## src/rtl/instr_encoder.sv

```systemverilog
// instr_encoder: packs RV32I register fields and a decoder-style 32-bit immediate
// into an instruction word. The immediate format is chosen by imm_src. Encoded
// words stream to an instruction-memory writer along with a byte address.
// The pipeline is a single registered stage with valid/ready on both sides.
// Immediates that the format cannot represent, and illegal formats, are
// replaced by a NOP. They are flagged on out_err and counted in a saturating
// counter.
module instr_encoder #(
    parameter int unsigned         ADDR_W    = 32,
    parameter logic [ADDR_W-1:0]   BASE_ADDR = '0,
    parameter int unsigned         ERR_W     = 8
) (
    input  logic              clk,
    input  logic              rst_n,
    input  logic              in_valid,
    output logic              in_ready,
    input  logic [2:0]        imm_src,
    input  logic [6:0]        opcode,
    input  logic [4:0]        rd,
    input  logic [4:0]        rs1,
    input  logic [4:0]        rs2,
    input  logic [2:0]        funct3,
    input  logic [6:0]        funct7,
    input  logic [31:0]       imm,
    output logic              out_valid,
    input  logic              out_ready,
    output logic [31:0]       out_instr,
    output logic [ADDR_W-1:0] out_addr,
    output logic              out_err,
    output logic [ERR_W-1:0]  err_count
);

    // Immediate formats, matching the core decoder's imm_src encoding.
    // Codes 3'b101 and 3'b110 are deliberately absent; they are illegal.
    typedef enum logic [2:0] {
        FMT_I = 3'b000,
        FMT_S = 3'b001,
        FMT_B = 3'b010,
        FMT_J = 3'b011,
        FMT_U = 3'b100,
        FMT_R = 3'b111
    } fmt_e;

    // addi x0, x0, 0
    localparam logic [31:0] NOP_INSTR = 32'h0000_0013;

    logic        accept;
    logic        complete;

    // Range checks: the dropped upper bits must be pure sign extension.
    logic        sext_from_11;
    logic        sext_from_12;
    logic        sext_from_20;
    logic        low12_zero;
    logic        is_even;

    // Per-format packed words, before the legality substitution.
    logic [31:0] word_r;
    logic [31:0] word_i;
    logic [31:0] word_s;
    logic [31:0] word_b;
    logic [31:0] word_u;
    logic [31:0] word_j;

    logic [31:0] enc_instr;
    logic        enc_legal;

    // Accepting is allowed when the output stage is empty or is draining this cycle.
    assign in_ready = rst_n & (~out_valid | out_ready);
    assign accept   = in_valid & in_ready;
    assign complete = out_valid & out_ready;

    // Representability tests on the immediate.
    always_comb begin
        sext_from_11 = (&imm[31:11]) | ~(|imm[31:11]);
        sext_from_12 = (&imm[31:12]) | ~(|imm[31:12]);
        sext_from_20 = (&imm[31:20]) | ~(|imm[31:20]);
        low12_zero   = ~(|imm[11:0]);
        is_even      = ~imm[0];
    end

    // Bit placement for every format, each the exact inverse of the decoder's scatter.
    always_comb begin
        word_r = {funct7, rs2, rs1, funct3, rd, opcode};
        word_i = {imm[11:0], rs1, funct3, rd, opcode};
        word_s = {imm[11:5], rs2, rs1, funct3, imm[4:0], opcode};
        word_b = {imm[12], imm[10:5], rs2, rs1, funct3, imm[4:1], imm[11], opcode};
        word_u = {imm[31:12], rd, opcode};
        word_j = {imm[20], imm[10:1], imm[11], imm[19:12], rd, opcode};
    end

    // Select the word for the requested format and substitute a NOP when it is not legal.
    always_comb begin
        enc_instr = NOP_INSTR;
        enc_legal = 1'b0;
        case (imm_src)
            FMT_I: begin
                enc_legal = sext_from_11;
                enc_instr = word_i;
            end
            FMT_S: begin
                enc_legal = sext_from_11;
                enc_instr = word_s;
            end
            FMT_B: begin
                enc_legal = sext_from_12 & is_even;
                enc_instr = word_b;
            end
            FMT_J: begin
                enc_legal = sext_from_20 & is_even;
                enc_instr = word_j;
            end
            FMT_U: begin
                enc_legal = low12_zero;
                enc_instr = word_u;
            end
            FMT_R: begin
                enc_legal = 1'b1;
                enc_instr = word_r;
            end
            default: begin
                enc_legal = 1'b0;
                enc_instr = NOP_INSTR;
            end
        endcase
        if (!enc_legal) begin
            enc_instr = NOP_INSTR;
        end
    end

    // Output stage. The address advances only when a beat completes. The error
    // counter advances when an illegal request is accepted.
    always_ff @(posedge clk) begin
        if (!rst_n) begin
            out_valid <= 1'b0;
            out_instr <= '0;
            out_err   <= 1'b0;
            out_addr  <= BASE_ADDR;
            err_count <= '0;
        end else begin
            if (complete) begin
                out_addr <= out_addr + ADDR_W'(4);
            end
            if (accept) begin
                out_valid <= 1'b1;
                out_instr <= enc_instr;
                out_err   <= ~enc_legal;
                if (!enc_legal && (err_count != '1)) begin
                    err_count <= err_count + ERR_W'(1);
                end
            end else if (complete) begin
                out_valid <= 1'b0;
            end
        end
    end

endmodule

```

## config.mk

```make
export PLATFORM = sky130hd
export DESIGN_NAME = instr_encoder
export DESIGN_NICKNAME = d
export VERILOG_FILES = /design/src/rtl/instr_encoder.sv
export SDC_FILE = /design/constraint.sdc
export NUM_CORES = 1
export LEC_CHECK = 0
export CAP_MARGIN = 25
export CORE_AREA = 2 2 114 83
export DETAILED_ROUTE_END_ITERATION = 16
export DIE_AREA = 0 0 116 85
export PLACE_DENSITY = 0.77
export SLEW_MARGIN = 15
export SYNTH_ARGS = -nofsm -noshare
export SYNTH_HDL_FRONTEND = slang
export SYNTH_SLANG_ARGS = --single-unit
```

## constraint.sdc

```tcl
create_clock -name clk -period 2.5 [get_ports clk]
set_input_delay 0.375 -clock clk [delete_from_list [all_inputs] [get_ports clk]]
set_output_delay 0.375 -clock clk [all_outputs]
set_load 0.02 [all_outputs]
```

==> summary.txt <==
Status
  • Status: complete, no violations

CTS
  • Post-CTS Setup Repair Bufs: 0
  • H-Tree Depth: 3
  • Skew-Pair Late Insertion Delay: 0.32 ns
  • CTS tree: built
  • Hold_buf cts: 0
  • CTS max path bufs: 2
  • CTS Root Cell: clkbuf_16
  • CTS Buf Count: 9
  • Post_cts resized: 0
  • Clock-pin slew on the worst setup and hold paths: 0.06 ns
  • Clk sinks: 72

STA
  • Crit path time final: 2.26 ns
  • Slew Viols, Final: 0
  • Fin. Hold Viols: 0
  • Achievable Freq: 443 MHz
  • Final setup fails: 0
  • Final Cycle Share: between 90% and 100%
  • Final WS setup: 0.243 ns
  • Unrepaired setup endpoints after global routing: false
  • Setup TNS: 0 ns
  • Worst Clk Skew: approximately 0.0043 ns

Layout
  • Net count, final: 693
  • Multi-input logic area: 0.00224 mm²
  • Layout Area Growth over Synthesis: 52.5%
  • Register Area: between 0.001 and 0.0015 mm²
  • Diodes inserted: 0
  • Post-route insts no fill: 749
  • Share of cells above drive strength 1: 13.0%
  • Number of fill cells in the layout: 757

Floorplan
  • Core ar.: between 0.008 and 0.009 mm²
  • Num ports: 146
  • Row count: 29
  • Die height: around 85 µm
  • Die footprint: 0.00986 mm²
  • Die width: 116 µm
  • Initial Utilization: 44.0%

Run
  • Maxcap violations: 0

Detailed routing
  • ANT nets after route: 0
  • Initial DRC Count: 276
  • Routed len/inst: 16.2 µm
  • Number of vias per cell: between 5 and 6
  • Drt drc: 0
  • DR pass1 iterations: 4
  • Post-Route WL: ~12000 µm
  • Via count: 4089

Logic synthesis
  • Top post-synthesis cells by area: dfxtp_1, nand3_1, o31ai_2
  • Number of flops mapped to enable cells by yosys: 0
  • Synth Register Bits: 72
  • Synth top area share: about 37%
  • Cell variety after synth: between 40 and 50
  • Syn avg cell area: 8.38 µm²
  • Synth Instances: 461
  • Cell Area, Synth: 0.00386 mm²
  • Main synth FF type: dfxtp_1
  • Ys Warns: 0
  • FFs w/ async S/R, synth: 0%
  • Synth area leader: dfxtp_1
  • Sequential-to-total area share from yosys stat: 37.3%

Placement
  • DP Worst Slack: -0.0792 ns
  • Final Wtd Congestion: 0.988
  • DP Wirelength: 9210 µm
  • Placed Cells: 733
  • IO buf count: 143

Global route
  • Largest net degree at the start of global routing: 44
  • Grt ovf: 0
  • All-Layer GR Usage: 24.4%
  • First-pass GRT wire length: 19300 µm
  • Number of global-route vias before repair: 3863
  • Initial antenna violation count: 0

Hold path
  • Worst Min Path Start: out_instr[3]
  • Hold EP: out_instr[3]
  • Worst hold stages: 2
  • Min-Delay Path Class: reg2reg

Worst setup path
  • CP Launch Type: primary input
  • Worst R2R Start: out_addr[9]
  • Critical path type: in2reg
  • R2R depth: 6
  • CP arrival: ~2.5 ns
  • Worst reg2reg endpoint: out_addr[29]
  • CP Capture Type: flip-flop
  • Largest fanout on the critical path: 14
  • Req. time, crit path: ~2.7 ns
  • Reg2reg setup slack: 0.51 ns

Power and ir drop
  • Internal Power: 2.18 mW
  • Clock power frac: between 40% and 50%
  • P_sw: about 0.74 mW
  • PwrDens: between 400 and 500 mW/mm²
  • Seq pwr share: 40.5%
  • Static leakage: 2.17 nW
  • Sw Share: 25.2%
  • Peak VDD IR: 0.313 mV
  • Tot Pwr: 2.92 mW
  • Comb pwr share: 16.4%
==> power by group through the flow <==
| stage | combinational (mW) | sequential [mW] | clock [mW] |
|---|---|---|---|
| finish | 0.480 | 1.18 | 1.26 |
| global route | 0.515 | 1.19 | 1.34 |
| CTS | 0.477 | 1.18 | 1.28 |
| detailed placement | 0.476 | 1.21 | 0 |
| global placement | 0.467 | 1.21 | 0 |
| floorplan | 0.194 | 1.23 | 0 |
==> synth_stat cells, types with 2 or more instances <==
cell type and n:
mux2i_1 12, a22o_1 11, nor4_1 4, and3_1 6
nand3_1 44, ha_1 2, nor2b_1 5, buf_1 3
nor2_1 42, o211a_1 2, nor3_1 2, and4_1 4
dfxtp_1 72, nand4_1 15, nand2b_1 2, nor3b_1 5
inv_1 5, buf_6 4, a2bb2oi_1 2, xor2_1 20
clkbuf_1 26, and2_1 11, xnor2_1 10, o211ai_1 9
a211oi_1 3, o31ai_2 15, buf_4 2, nand3b_1 2
o21ai_0 13, a22oi_1 8, a21oi_1 34, a31oi_1 2
nand2_1 45, nor4_2 5
==> kinds of logic after synthesis <==
family / synth area share [%]
AND/OR/NAND/NOR: 26.4
AO/OA/AOI/OAI: 20.6
flip-flops: 37.3
buffers and inverters: 4.99
XOR/XNOR: 6.80
multiplexers: 3.11
adder cells (fa/ha/maj): 0.648
other: 0.0971
==> area by class of cell <==
cell class | count | share of cell area, %
Multi-Input combinational cell | 349 | 38.0
Clock buffer | 10 | 3.89
Tap cell | 124 | 2.63
Sequential cell | 72 | 24.5
Inverter | 5 | 0.319
Timing Repair Buffer | 183 | 29.5
Clock inverter | 6 | 1.17
==> cells in the final DEF (no fill, tap or decap), types with 6 or more instances in the layout <==
master,netlist,routed
clkdlybuf4s50_1,0,142
dfxtp_1,72,72
nand2_1,45,45
nand3_1,44,43
nor2_1,42,42
buf_4,2,39
a21oi_1,34,34
xor2_1,20,20
nand4_1,15,15
o31ai_2,15,15
o21ai_0,13,13
mux2i_1,12,12
and2_1,11,11
a22o_1,11,11
xnor2_1,10,10
o211ai_1,9,9
clkbuf_16,0,9
a22oi_1,8,8
and3_1,6,6
==> metal layers <==
metal	vias up	track usage [%]	share of wire (%)
li1	1984	-	-
met1	1935	32.4	46
met2	143	37.9	44
met3	27	8.29	7.5
met4	0	6.93	2.3
met5	-	0	0
==> per-stage QoR <==
| stage | area (µm²) | util (%) | hold WS (ns) |
|---|---|---|---|
| after CTS | 5890 | 67.1 | 0.479 |
| after global placement | 5590 | 63.7 | 0.456 |
| after global routing | 5890 | 67.1 | 0.496 |
| final | 5890 | 67.1 | 0.474 |
| after floorplan | 3870 | - | 0.504 |
| after detailed placement | 5590 | 63.7 | 0.469 |
==> worst max path at each step <==
stage | startpoint | to | slack (ns) | cells past startpoint
global route | imm[22] | out_instr[31] | 0.11 | 8
finish | imm[22] | err_count[1] | 0.24 | 8
detailed placement | imm[17] | err_count[1] | -0.08 | 8
CTS | imm[17] | err_count[1] | 0.27 | 8
floorplan | imm[22] | err_count[1] | 0.55 | 7
global placement | imm[22] | err_count[1] | -0.06 | 8
==> sequential cells by signal, summed over array words and instances, names as in the netlist <==
signal / count
out_valid: 1
out_instr: 32
out_err: 1
out_addr: 30
err_count: 8
==> worst max-delay path, cell delays in order <==
cell and delay, ns:
clkdlybuf4s50_1 0.43, nor4_2 0.30, nand3_1 0.14, or4_4 0.54, o211a_1 0.18, buf_12 0.16
and3_1 0.17, a31o_1 0.18
(Power assumes the default switching activity.)
